File: src/rtl/fetch_stage.sv
// Instruction fetch stage: issues in-order word fetches, tracks outstanding request PCs,
// buffers returned instructions toward decode, and squashes in-flight work on redirect.
module fetch_stage #(
  parameter logic [31:0] RESET_PC = 32'h0000_0000,
  parameter int unsigned DEPTH    = 2
) (
  input  logic        clk,
  input  logic        reset,
  output logic        imem_req_valid,
  input  logic        imem_req_ready,
  output logic [31:0] imem_addr,
  input  logic        imem_rsp_valid,
  input  logic [31:0] imem_rsp_data,
  input  logic        redirect_valid,
  input  logic [31:0] redirect_pc,
  output logic        if_valid,
  input  logic        if_ready,
  output logic [31:0] if_pc,
  output logic [31:0] if_pc_plus4,
  output logic [31:0] if_instr
);

  localparam int unsigned CNT_W = $clog2(DEPTH + 1);
  localparam int unsigned PTR_W = (DEPTH > 1) ? $clog2(DEPTH) : 1;

  logic [31:0]      pc_q;
  logic [CNT_W-1:0] outstanding_q;
  logic [CNT_W-1:0] drop_q;
  logic [CNT_W-1:0] occ_q;
  logic [CNT_W:0]   inflight;

  logic [31:0]      addr_fifo [DEPTH];
  logic [PTR_W-1:0] af_wr_q;
  logic [PTR_W-1:0] af_rd_q;

  logic [31:0]      buf_pc    [DEPTH];
  logic [31:0]      buf_instr [DEPTH];
  logic [PTR_W-1:0] bf_wr_q;
  logic [PTR_W-1:0] bf_rd_q;

  logic fire;
  logic retire;
  logic push;
  logic pop;

  function automatic logic [PTR_W-1:0] ptr_inc(input logic [PTR_W-1:0] p);
    return (p == PTR_W'(DEPTH - 1)) ? '0 : p + PTR_W'(1);
  endfunction

  // Requests are throttled so every outstanding fetch already owns a buffer slot.
  assign inflight       = {1'b0, outstanding_q} + {1'b0, occ_q};
  assign imem_req_valid = reset && !redirect_valid && (inflight < (CNT_W + 1)'(DEPTH));
  assign imem_addr      = pc_q;

  assign fire   = imem_req_valid && imem_req_ready;
  assign retire = reset && imem_rsp_valid && (outstanding_q != '0);
  assign push   = retire && !redirect_valid && (drop_q == '0);
  assign pop    = reset && (occ_q != '0) && if_ready && !redirect_valid;

  assign if_valid    = reset && (occ_q != '0);
  assign if_pc       = reset ? buf_pc[bf_rd_q] : '0;
  assign if_pc_plus4 = reset ? buf_pc[bf_rd_q] + 32'd4 : '0;
  assign if_instr    = reset ? buf_instr[bf_rd_q] : '0;

  // Control state: PC, counters and FIFO pointers.
  always_ff @(posedge clk) begin
    if (!reset) begin
      pc_q          <= RESET_PC;
      outstanding_q <= '0;
      drop_q        <= '0;
      occ_q         <= '0;
      af_wr_q       <= '0;
      af_rd_q       <= '0;
      bf_wr_q       <= '0;
      bf_rd_q       <= '0;
    end else begin
      if (redirect_valid) begin
        pc_q <= redirect_pc & 32'hFFFF_FFFC;
      end else if (fire) begin
        pc_q <= pc_q + 32'd4;
      end

      if (fire) begin
        af_wr_q <= ptr_inc(af_wr_q);
      end
      if (retire) begin
        af_rd_q <= ptr_inc(af_rd_q);
      end
      outstanding_q <= outstanding_q + CNT_W'(fire) - CNT_W'(retire);

      // Everything still in flight at a redirect belongs to the squashed path.
      if (redirect_valid) begin
        drop_q <= outstanding_q - CNT_W'(retire);
      end else if (retire && (drop_q != '0)) begin
        drop_q <= drop_q - CNT_W'(1);
      end

      if (redirect_valid) begin
        occ_q   <= '0;
        bf_wr_q <= '0;
        bf_rd_q <= '0;
      end else begin
        if (push) begin
          bf_wr_q <= ptr_inc(bf_wr_q);
        end
        if (pop) begin
          bf_rd_q <= ptr_inc(bf_rd_q);
        end
        occ_q <= occ_q + CNT_W'(push) - CNT_W'(pop);
      end
    end
  end

  // Storage arrays carry no reset; validity is tracked by the pointers and counters.
  always_ff @(posedge clk) begin
    if (fire) begin
      addr_fifo[af_wr_q] <= pc_q;
    end
    if (push) begin
      buf_pc[bf_wr_q]    <= addr_fifo[af_rd_q];
      buf_instr[bf_wr_q] <= imem_rsp_data;
    end
  end

endmodule

File: config.mk
export PLATFORM = sky130hd
export DESIGN_NAME = fetch_stage
export DESIGN_NICKNAME = d
export VERILOG_FILES = /design/src/rtl/fetch_stage.sv
export SDC_FILE = /design/constraint.sdc
export NUM_CORES = 1
export LEC_CHECK = 0
export BUFFER_PORTS_ARGS = -buffer_cell sky130_fd_sc_hd__buf_2
export CAP_MARGIN = 20
export CORE_UTILIZATION = 35
export DETAILED_ROUTE_END_ITERATION = 12
export PLACE_DENSITY_LB_ADDON = 0.12
export REMOVE_ABC_BUFFERS = 1
export SKIP_CTS_REPAIR_TIMING = 1
export SLEW_MARGIN = 10
export SYNTH_ARGS = -nofsm -noshare
export SYNTH_HDL_FRONTEND = slang
export SYNTH_SLANG_ARGS = --single-unit
File: constraint.sdc
create_clock -name clk -period 4.1 [get_ports clk]
set_input_delay 0.82 -clock clk [delete_from_list [all_inputs] [get_ports clk]]
set_output_delay 0.82 -clock clk [all_outputs]
set_load 0.02 [all_outputs]
==> Word-level counts from Yosys, hierarchy flattened <==
Memories as Yosys holds them, arrays and structs flattened. A register that Yosys moved wholly into a read port is not among the register bits.
Index checks and enable logic that the tools add are counted.
{ "totals": {"n_memories": 3, "regBits": 42, "ram_bits": 192, "inputBits": 70, "output_inout_bits": 130, "elab_cells": 67} }
{ "mem_list": {"columns": ["name", "depth", "width", "rd", "rd_clocked_by_memory_dff", "wr", "line", "rtl"], "rows": [
  ["addr_fifo", 2, 32, 1, 1, 1, "32", "logic [31:0] addr_fifo [DEPTH];"],
  ["buf_instr", 2, 32, 1, 1, 1, "37", "logic [31:0] buf_instr [DEPTH];"],
  ["buf_pc", 2, 32, 1, 1, 1, "36", "logic [31:0] buf_pc [DEPTH];"]
]} }
{ "classes": {"bitwise_logic": 1, "reduce_logical": 19, "order_cmp": 1, "muxes": 21, "n_addsub": 13} }
{ "ops": {"columns": ["cell", "n"], "rows": [
  ["$mux 32", 5],
  ["$add 32x3->32 const B", 2],
  ["$mux 1", 14],
  ["$logic_and 1x1->1", 11],
  ["$reduce_bool 2->1", 5],
  ["$sub 2x1->2", 3],
  ["$add 1x1->1 const B", 4],
  ["$add 2x1->2", 2],
  ["$mux 2", 2],
  ["$add 2x2->3", 1],
  ["$lt 3x2->1 const B", 1],
  ["$logic_not 2->1", 1],
  ["$reduce_or 2->1", 1],
  ["$sub 2x1->2 const B", 1],
  ["$logic_not 1->1", 1],
  ["$not 1->1", 1]
]} }

==> Longest topological paths before layout <==
{ "logic_depth": {"depth_word": 6, "ltp_mapped": 12, "mapped_depth_nobuf": 10} }

==> Worst setup path before layout <==
Ideal clock, no wire load.
{ "synth_timing": {"kind": "input to register", "from": "input redirect_valid", "to": "memory buf_instr[0][0] (enable)", "path_buffers": 1, "setup_slack_ns": -0.335, "arrival_time_ns": 3.952, "setup_time_ns": 0.482, "path_stages": 4, "cell_sequence": "clkbuf_1 -> nor2_1 -> nand3_1 -> nor2_1"} }
{ "synth_between": {"elab_chain_cells": 5} }
{ "synth_lines": {"columns": ["element", "line", "rtl"], "rows": [
  ["start, declared", "14", "input logic redirect_valid,"],
  ["$logic_not 1->1", "57", "assign push = retire && !redirect_valid && (drop_q == '0);"],
  ["$logic_and 1x1->1 (2 in a row)", "57", null],
  ["$mux 1", "119", "if (push) begin"],
  ["$mux 1 (implied by the code)", "121", "buf_instr[bf_wr_q] <= imem_rsp_data;"],
  ["end, declared", "37", null]
]} }
Every way passes these cells.

==> metrics.yaml <==
status:
  status: "finished, final reports clean"
setup_path:
  crit_chain: "mux2i_1 -> inv_1 -> ha_1 -> inv_1 -> a21oi_1 -> nand3_1 -> nor3b_2 -> mux2_2 -> buf_2"
  max_stage_delay_ns: 0.53
  startpoint_type: "register"
  cp-end-kind: "output port"
  critical_path.top_delay_family: "simple AND/OR/NAND/NOR gates"
  crit_type: "reg -> out"
  crit_required_ns: 3.28
  arrival_ns: 3.02
  path_max_fanout: 21
  critical_path_buf_inv_count: 3
  crit_slowest_cell: "dfxtp_4"
  path_common_cell: "inv_1"
power:
  power_mw: 5.15
  clkPwrFrac_pct: 42.0
  p_sw_share_pct: 23.1
  power.switching_mw: 1.19
  leakagePower_nw: 4.52
  power_density_nw_per_um2: 413
  seqPwrFrac_pct: 50.3
  ir_worst_vdd_uv: 213
  comb_power_share_pct: 7.7
  power.internal_mw: 3.96
global_routing:
  antenna_found_initial: 2
  grt_pass1_vias: 6600
  overflow: 0
  grt_pass1_wl_mm: 36.7
  grt_usage_pct: 16.0
  grt_max_degree: 63
run:
  maxCapViolCount: 0
sta:
  timing.final.crit_share_pct: 93.7
  slew_headroom_pct: 60.2
  fmax_mhz: 260
  hold_viol_final: 0
  fin_crit_ns: 3.84
  rsz0062_at_grt: "no"
  maxSlewViolCount: 0
  fin_hold_ws_ns: 0.484
  worst_pin_slew_ns: 0.597
  fin_worst_skew_ns: 0.00829
  setup_viol: 0
die:
  chipWidth_um: 172
  die_h_um: 172
  io_pins: 200
  die-area_um2: 29700
  start_util_pct: 35.5
  rows: 62
  core_area_um2: 28600
synth:
  synth_flop_cell: "edfxtp_1"
  synth_seq_area_share_pct: 62.6
  synth-edff-count: 184
  syn_area_um2: 10200
  avgSynthCellArea_um2: 12.4
  synthArstFlopShare_pct: 0
  synth.distinct_cells: 61
  yosysWarnings: 0
  synthCells: 819
  ys_seq_elements: 226
cts:
  clock_sinks: 226
  clockBufferDepth: 3
  cts_tree: "done"
  cts-root-buf: "clkbuf_16"
  cts_max_level: 1
  clkTransAtPathRegs_ns: 0.06
  cts_inserted_buffers: 26
  clkLatencyLatePin_ns: 0.53
placed_design:
  gp_congestion: 0.778
  dpl.cell_count: 1372
  hpwl_mm: 16.2
  port_buffers: 191
routing:
  antenna_left: 0
  wl_mm: 24.1
  viasPerCell: 4.92
  vias: 7002
  drc_errors: 0
  firstDrtPassIters: 4
  wl_per_cell_um: 16.9
  drt_iter0_drc: 296
layout:
  drive_above_1_share_pct: 29.5
  ff_latch_area_um2: 6370
  n_fill_cell: 2739
  final_cell_count_no_fill: 1422
  multi_input_area_um2: 3560
  syn2layout_area_growth_pct: 22.5
  fin_nets: 1096
hold_path:
  min_path_type: "in -> reg"
[kinds of logic after synthesis]
| family | after synthesis | synth area share, % |
|---|---|---|
| multiplexers | 101 | 10.4 |
| AO/OA/AOI/OAI | 96 | 5.93 |
| adder cells (fa/ha/maj) | 9 | 1.18 |
| AND/OR/NAND/NOR | 293 | 14.5 |
| buffers and inverters | 63 | 2.73 |
| flip-flops | 226 | 62.6 |
| XOR/XNOR | 30 | 2.58 |
| other | 1 | 0.0369 |
[flip-flops by register name (all words and copies together), names as in the netlist, named ones only]
name / flops
buf_instr: 64
outstanding_q: 2
af_rd_q: 1
occ_q: 2
drop_q: 2
addr_fifo: 60
imem_addr: 30
bf_wr_q: 1
buf_pc: 60
af_wr_q: 1
bf_rd_q: 1
[power by group through the flow]
stage	Sequential, mW	Combinational, mW	Clock (mW)
6_report	2.59	0.394	2.16
2_1_floorplan	2.66	0.206	0
3_5_place_dp	2.64	0.400	0
5_1_grt	2.60	0.436	2.34
3_3_place_gp	2.64	0.395	0
4_1_cts	2.59	0.402	2.24
[final timing paths]
kind | start | cells after the start | slack [ns] | to
hold reg to reg | bf_rd_q | 2 | 0.51 | bf_rd_q
setup / recovery | register | 9 | 0.26 | if_pc_plus4[24]
setup reg to reg | outstanding_q[0] | 8 | 1.08 | imem_addr[23]
hold / removal | imem_rsp_data[12] | 1 | 0.48 | buf_instr[0][12]
[cells in the mapped netlist, drive strengths merged (2+ instances only)]
master / n / share of area [%]
a22oi: 5 / 0.37
a21o: 2 / 0.15
o31a: 4 / 0.34
nor2b: 3 / 0.18
a41oi: 2 / 0.17
nor4: 12 / 0.74
nand2: 42 / 1.5
and4: 7 / 0.60
nor4b: 2 / 0.23
or3b: 2 / 0.17
xor2: 10 / 0.86
nand3: 33 / 1.7
nand4b: 6 / 0.52
nand3b: 8 / 0.59
nor2: 110 / 4.1
mux2: 41 / 4.5
and2: 11 / 0.68
xnor2: 20 / 1.7
nor3: 15 / 0.79
nand4: 20 / 1.2
dfxtp: 42 / 8.3
a32oi: 2 / 0.17
inv: 12 / 0.44
buf: 22 / 1.2
a31oi: 6 / 0.37
or4: 2 / 0.15
a222oi: 2 / 0.20
o31ai: 2 / 0.15
o22ai: 3 / 0.18
mux2i: 60 / 5.9
and3: 7 / 0.43
o21ai: 22 / 1.1
clkbuf: 28 / 1.0
nor3b: 2 / 0.20
ha: 8 / 0.98
a21oi: 31 / 1.5
a221oi: 2 / 0.17
edfxtp: 184 / 54
nand2b: 8 / 0.49
a211oi: 2 / 0.15
o21a: 4 / 0.30
[per-layer routing]
metal | GRT usage (%) | wire (µm) | vias to the layer above
met5 | 0 | 0 | -
met4 | 5.16 | 548 | 0
met3 | 3.16 | 1470 | 37
met2 | 25.1 | 10600 | 200
met1 | 22.1 | 11400 | 3330
li1 | - | - | 3435
[worst register-to-register path, delay by kind of cell, from the launching register on]
kind,cells,cell delay [ns]
AND/OR/NAND/NOR,4,1.25
buffers and inverters,1,0.39
multiplexers,1,0.37
AO/OA/AOI/OAI,1,0.13
flip-flops,1,0.39
adder cells (fa/ha/maj),1,0.43
[per-stage QoR]
step / utilization, % / setup TNS (ns) / cell area [µm²] / setup WS, ns
finish: 43.5 / 0 / 12500 / 0.258
detailed placement: 40.6 / 0 / 11600 / 0.570
CTS: 43.4 / -0.0191 / 12400 / -0.0191
global placement: 40.6 / 0 / 11600 / 0.594
floorplan: - / -222.71 / 9960 / -1.74
global route: 43.5 / 0 / 12500 / 0.0168
[layout by cell type (no fill, tap or decap), drive strengths merged, types with 4 or more instances in the layout]
cell type  count
nor3          15
inv           13
a21oi         31
mux2          41
nand4b         6
edfxtp       184
mux2i         60
nor4          12
nand2         42
xnor2         20
nand2b         8
and3           7
ha             8
o21ai         22
o21a           4
a22oi          5
and2          11
and4           7
o31a           4
buf          215
nand3         33
dfxtp         42
clkinv        13
conb           6
nand4         20
xor2          10
nor2         110
nand3b         8
a31oi          6
clkbuf        32
[area by class of cell]
cell class | count | share of cell area, %
Sequential cell | 226 | 51.1
Multi-Input combinational cell | 535 | 28.6
Timing Repair Buffer | 215 | 9.48
Clock buffer | 32 | 5.57
Tap cell | 384 | 3.86
Clock inverter | 16 | 0.914
Inverter | 13 | 0.412
Antenna cell | 1 | 0.0201
(Power assumes the default switching activity.)
